File: config.mk
export PLATFORM = sky130hd
export DESIGN_NAME = truth_table_stepper
export DESIGN_NICKNAME = d
export VERILOG_FILES = /design/src/rtl/truth_table_stepper_pkg.sv /design/src/rtl/truth_table_stepper_settle_timer.sv /design/src/rtl/truth_table_stepper.sv
export SDC_FILE = /design/constraint.sdc
export NUM_CORES = 1
export LEC_CHECK = 0
export ABC_AREA = 0
export BUFFER_PORTS_ARGS = -buffer_cell sky130_fd_sc_hd__buf_2
export CORE_MARGIN = 2
export CORE_UTILIZATION = 58
export DETAILED_ROUTE_END_ITERATION = 16
export PLACE_DENSITY = 0.82
export SLEW_MARGIN = 40
export SYNTH_ARGS = -nofsm -noshare
export SYNTH_HDL_FRONTEND = slang
export SYNTH_SLANG_ARGS = --single-unit
File: constraint.sdc
create_clock -name clk -period 2.5 [get_ports clk]
set_clock_uncertainty 0.2 [all_clocks]
set_input_delay 0.375 -clock clk [delete_from_list [all_inputs] [get_ports clk]]
set_output_delay 0.375 -clock clk [all_outputs]
set_load 0.02 [all_outputs]
File: src/rtl/truth_table_stepper_pkg.sv
// Shared definitions for the 2-input gate truth-table stepper: state encoding,
// vector count, default expected truth tables and the result payload.
package truth_table_stepper_pkg;

  localparam int unsigned TT_VECTORS = 4;
  localparam int unsigned IDX_W      = 2;
  localparam int unsigned ERR_W      = 3;

  // Bit i is the expected output for vector i = {x,y}
  localparam logic [TT_VECTORS-1:0] TT_AND_NOT_A = 4'b0010;
  localparam logic [TT_VECTORS-1:0] TT_OR        = 4'b1110;

  typedef enum logic [1:0] {
    ST_IDLE   = 2'd0,
    ST_SETTLE = 2'd1,
    ST_SAMPLE = 2'd2,
    ST_DONE   = 2'd3
  } tt_state_e;

  typedef struct packed {
    logic                  pass;
    logic [ERR_W-1:0]      err_count;
    logic [TT_VECTORS-1:0] err_mask;
  } tt_result_t;

  function automatic logic vec_mismatch(input logic a_act, input logic b_act,
                                        input logic a_exp, input logic b_exp);
    return (a_act != a_exp) || (b_act != b_exp);
  endfunction

endpackage

File: src/rtl/truth_table_stepper_settle_timer.sv
// Settle-window counter: cleared by load_i, advances while en_i, and flags the
// last cycle of the window combinationally on expire_c.
module truth_table_stepper_settle_timer #(
  parameter int unsigned SETTLE_CYCLES = 1
) (
  input  logic clk,
  input  logic rst_n,
  input  logic load_i,
  input  logic en_i,
  output logic expire_c
);

  localparam int unsigned       CNT_W = $clog2(SETTLE_CYCLES + 1);
  localparam logic [CNT_W-1:0]  TERM  = CNT_W'(SETTLE_CYCLES - 1);

  logic [CNT_W-1:0] cnt_q;
  logic [CNT_W-1:0] cnt_d;

  assign expire_c = (cnt_q == TERM);

  // Counter holds at terminal count until the next reload
  always_comb begin
    cnt_d = cnt_q;
    if (load_i) begin
      cnt_d = '0;
    end else if (en_i && !expire_c) begin
      cnt_d = cnt_q + CNT_W'(1);
    end
  end

  always_ff @(posedge clk or negedge rst_n) begin
    if (!rst_n) begin
      cnt_q <= '0;
    end else begin
      cnt_q <= cnt_d;
    end
  end

endmodule

File: src/rtl/truth_table_stepper.sv
// Clocked stimulus/check sequencer for the 2-input gate exercise: steps {x,y}
// through 00..11, samples a_in/b_in after each settle window and scores them.
module truth_table_stepper
  import truth_table_stepper_pkg::*;
#(
  parameter int unsigned           SETTLE_CYCLES = 1,
  parameter logic [TT_VECTORS-1:0] EXP_A         = TT_AND_NOT_A,
  parameter logic [TT_VECTORS-1:0] EXP_B         = TT_OR
) (
  input  logic                  clk,
  input  logic                  rst_n,
  input  logic                  start,
  input  logic                  a_in,
  input  logic                  b_in,
  output logic                  x,
  output logic                  y,
  output logic                  busy,
  output logic                  done,
  output logic                  pass,
  output logic [ERR_W-1:0]      err_count,
  output logic [TT_VECTORS-1:0] err_mask
);

  tt_state_e        state_q, state_d;
  logic [IDX_W-1:0] idx_q, idx_d;
  logic             busy_q, busy_d;
  logic             done_q, done_d;
  tt_result_t       res_q, res_d;

  logic expire_c;
  logic load_c;
  logic last_c;
  logic mismatch_c;

  assign last_c     = (idx_q == IDX_W'(TT_VECTORS - 1));
  assign mismatch_c = vec_mismatch(a_in, b_in, EXP_A[idx_q], EXP_B[idx_q]);

  truth_table_stepper_settle_timer #(
    .SETTLE_CYCLES (SETTLE_CYCLES)
  ) u_settle_timer (
    .clk      (clk),
    .rst_n    (rst_n),
    .load_i   (load_c),
    .en_i     (state_q == ST_SETTLE),
    .expire_c (expire_c)
  );

  always_ff @(posedge clk or negedge rst_n) begin
    if (!rst_n) begin
      state_q <= ST_IDLE;
    end else begin
      state_q <= state_d;
    end
  end

  always_comb begin
    state_d = state_q;
    unique case (state_q)
      ST_IDLE, ST_DONE: if (start)    state_d = ST_SETTLE;
      ST_SETTLE:        if (expire_c) state_d = ST_SAMPLE;
      ST_SAMPLE:        state_d = last_c ? ST_DONE : ST_SETTLE;
      default:          state_d = ST_IDLE;
    endcase
  end

  // Datapath next values; x/y follow idx so they move only on start and SAMPLE edges
  always_comb begin
    idx_d  = idx_q;
    busy_d = busy_q;
    done_d = done_q;
    res_d  = res_q;
    load_c = 1'b0;
    unique case (state_q)
      ST_IDLE, ST_DONE: begin
        if (start) begin
          idx_d  = '0;
          busy_d = 1'b1;
          done_d = 1'b0;
          res_d  = '0;
          load_c = 1'b1;
        end
      end
      ST_SAMPLE: begin
        if (mismatch_c) begin
          res_d.err_mask[idx_q] = 1'b1;
          res_d.err_count       = res_q.err_count + ERR_W'(1);
        end
        if (last_c) begin
          busy_d     = 1'b0;
          done_d     = 1'b1;
          res_d.pass = (res_d.err_count == '0);
        end else begin
          idx_d  = idx_q + IDX_W'(1);
          load_c = 1'b1;
        end
      end
      default: ;
    endcase
  end

  always_ff @(posedge clk or negedge rst_n) begin
    if (!rst_n) begin
      idx_q  <= '0;
      busy_q <= 1'b0;
      done_q <= 1'b0;
      res_q  <= '0;
    end else begin
      idx_q  <= idx_d;
      busy_q <= busy_d;
      done_q <= done_d;
      res_q  <= res_d;
    end
  end

  assign x         = idx_q[1];
  assign y         = idx_q[0];
  assign busy      = busy_q;
  assign done      = done_q;
  assign pass      = res_q.pass;
  assign err_count = res_q.err_count;
  assign err_mask  = res_q.err_mask;

endmodule
==> flow_summary.yaml <==
outcome:
  status: "finished, final reports clean"
cts:
  max-clock-path-buffers: 2
  htree_levels: 1
  clock-sinks: 15
  cts-root-buf: "clkbuf_4"
  cts_tree: "done"
  clk_pin_slew_ns: 0.09
  clk_latency_ns: 0.27
  cts_buffers: 3
sta:
  setup_tns_ns: 0
  maxSlewViolCount: 0
  maxClockFrequency_mhz: 464
  worst_hold_slack_ns: 0.278
  setup_viol: 0
  min_period_ns: 2.15
  slew_headroom_pct: 65.5
  finalCritPeriodShare_pct: 86.1
  worstMarginPinSlew_ns: 0.518
  final_hold_viol_count: 0
  rsz0062_at_grt: "no"
grt:
  grt_util_all_layers_pct: 23.8
  grt_pass1_vias: 791
  grt_max_degree: 19
  grt_pass1_wl_um: 3450
  overflow: 0
  antenna_found_initial: 0
critical_path:
  reg2reg_to: "pass"
  reg2reg_from: "state_q[0]"
  startpoint_type: "flop"
  arrival_ns: 2.10
  crit_path_end_kind: "flop"
  r2r_slack_ns: 0.35
  crit_type: "flop to flop"
  path_max_fanout: 12
  rr_worst_depth: 6
  required_ns: 2.45
detailed_routing:
  vias: 796
  dr.pass1.iters: 4
  ant_nets: 0
  drt-total-wl_um: 1910
  routed.top_layer: "met4"
  wl_met1_um: 898
  via_per_inst: 6.08
  wl_met2_um: 910
  drc: 0
  wl_met3_um: 72
  wire_per_inst_um: 14.6
  first_iter_violations: 12
yosys:
  synth_area_per_cell_um2: 9.58
  synth_edf_count: 0
  synthTopCellsByArea: "dfrtp_1, ha_1, a21oi_1, o21ai_0, inv_1"
  yosysTopAreaCellShare_pct: 39.6
  ys_async_sr_fraction_pct: 100
  synth-seq-cells: 15
  synthCells: 99
  synth_ff_type: "dfrtp_1"
  yosysSeqAreaShare_pct: 39.6
  syn_area_um2: 948
  yosysTopAreaCell: "dfrtp_1"
  synth_cell_types: 34
  yosys_warnings: 0
  synth.net_count: 112
die:
  io_pins: 17
  core_um2: 1520
  die_h_um: 44.4
  initial_utilization_pct: 62.2
  die_area_um2: 1970
  row_count: 14
  die_w_um: 44.4
finish:
  diodes: 0
  n_fill_cell: 132
  final_common_cell: "buf_2"
  design_area_um2: 1060
  nets: 129
  drive_gt1_share_pct: 20.9
  layout_common_cells: "buf_2, dfrtp_1, o21ai_0, a21oi_1, ha_1"
  area_growth_pct: 11.6
placed_design:
  io_buffers: 16
  hpwlAfterDp_um: 1360
  post_dp_cell_area_um2: 1020
  gp_congestion: 0.806
worst_hold_path:
  min_to: "err_count[2]"
  hold-path-cell-count: 4
  hold_class: "input pin to flop"
  hold_start: "b_in"
run:
  drv_cap: 0
power_and_ir_drop:
  p_leak_nw: 0.533
  max-vdd-ir-drop_uv: 620
  power_density_nw_per_um2: 976
[what timing repair did]
item,CTS,global route
endpoints found under the hold margin,15,0
hold buffers,1,0
resized for setup,0,0
buffers inserted,0,0
setup endpoints to repair,0,0
[cell usage after synthesis, types with 2 or more instances]
cell and n:
o21ai_0 10, a21oi_1 10, inv_1 6, o31a_1 2, mux2i_1 2, buf_2 3, nor2b_1 3, nand3b_1 2
ha_1 8, o2111ai_1 2, dfrtp_1 15, nand3_1 2, a31oi_1 3, nand2_1 4, nor3_1 3, nor2_1 4
o31ai_1 2, nor3b_1 2
[layout make-up]
class	count	area, um^2	area share [%]
Inverter	6	22.5	2.13
Timing Repair Buffer	17	90.1	8.51
Clock buffer	4	26.3	2.48
Multi-Input combinational cell	73	524	49.5
Tap cell	16	20.0	1.89
Sequential cell	15	375	35.5
[critical path, stage by stage, from the launching register on]
cell and delay [ns]:
dfrtp_1 0.40, inv_1 0.06, ha_1 0.51, nor2b_2 0.48
nor3_1 0.11, a21oi_1 0.19, o41ai_2 0.09
[worst max-delay path by stage]
| stage | start | endpoint | slack, ns | depth (start not counted) |
|---|---|---|---|---|
| floorplan | idx_q[1] | pass | 0.69 | 6 |
| global placement | state_q[0] | pass | 0.46 | 6 |
| detailed placement | state_q[0] | pass | 0.38 | 6 |
| CTS | state_q[0] | pass | 0.36 | 6 |
| global route | state_q[0] | pass | 0.18 | 6 |
| finish | state_q[0] | pass | 0.35 | 6 |
[layer usage]
| metal | track usage, % | up-vias |
|---|---|---|
| met2 | 40.9 | 17 |
| li1 | - | 388 |
| met1 | 30.9 | 387 |
| met3 | 2.45 | 4 |
| met4 | 9.09 | 0 |
| met5 | 0 | - |
[power by group]
part	switching, W	internal (W)
registers	0.0000478	0.000287
logic	0.000356	0.000207
clock network	0.0000729	0.0000618
total	0.000477	0.000556
[metrics by stage]
stage                     util (%)  total power [W]  worst slack, ns  cells
after floorplan                  -         0.000784            0.693     99
after global placement        67.1         0.000882            0.455    126
after detailed placement      67.1         0.000899            0.377    126
after CTS                     69.5          0.00103            0.364    131
after global routing          69.5          0.00112            0.179    131
final                         69.5          0.00103            0.347    131
[state kept, by name, summed over array words and instances (netlist names)]
register              cells
state_q                   2
u_settle_timer.cnt_q      1
done                      1
pass                      1
err_mask                  4
busy                      1
err_count                 3
idx_q                     2
[logic make-up after synthesis]
group	share of synthesized area, %
DFF	39.6
AOI/OAI and AO/OA	22.8
muxes	3.30
buffers and inverters	5.14
and+or+nand+nor	16.0
xor gates and xnor gates	2.64
adders and majority gates	10.6
Note: power is estimated with default switching activity, not from simulation.
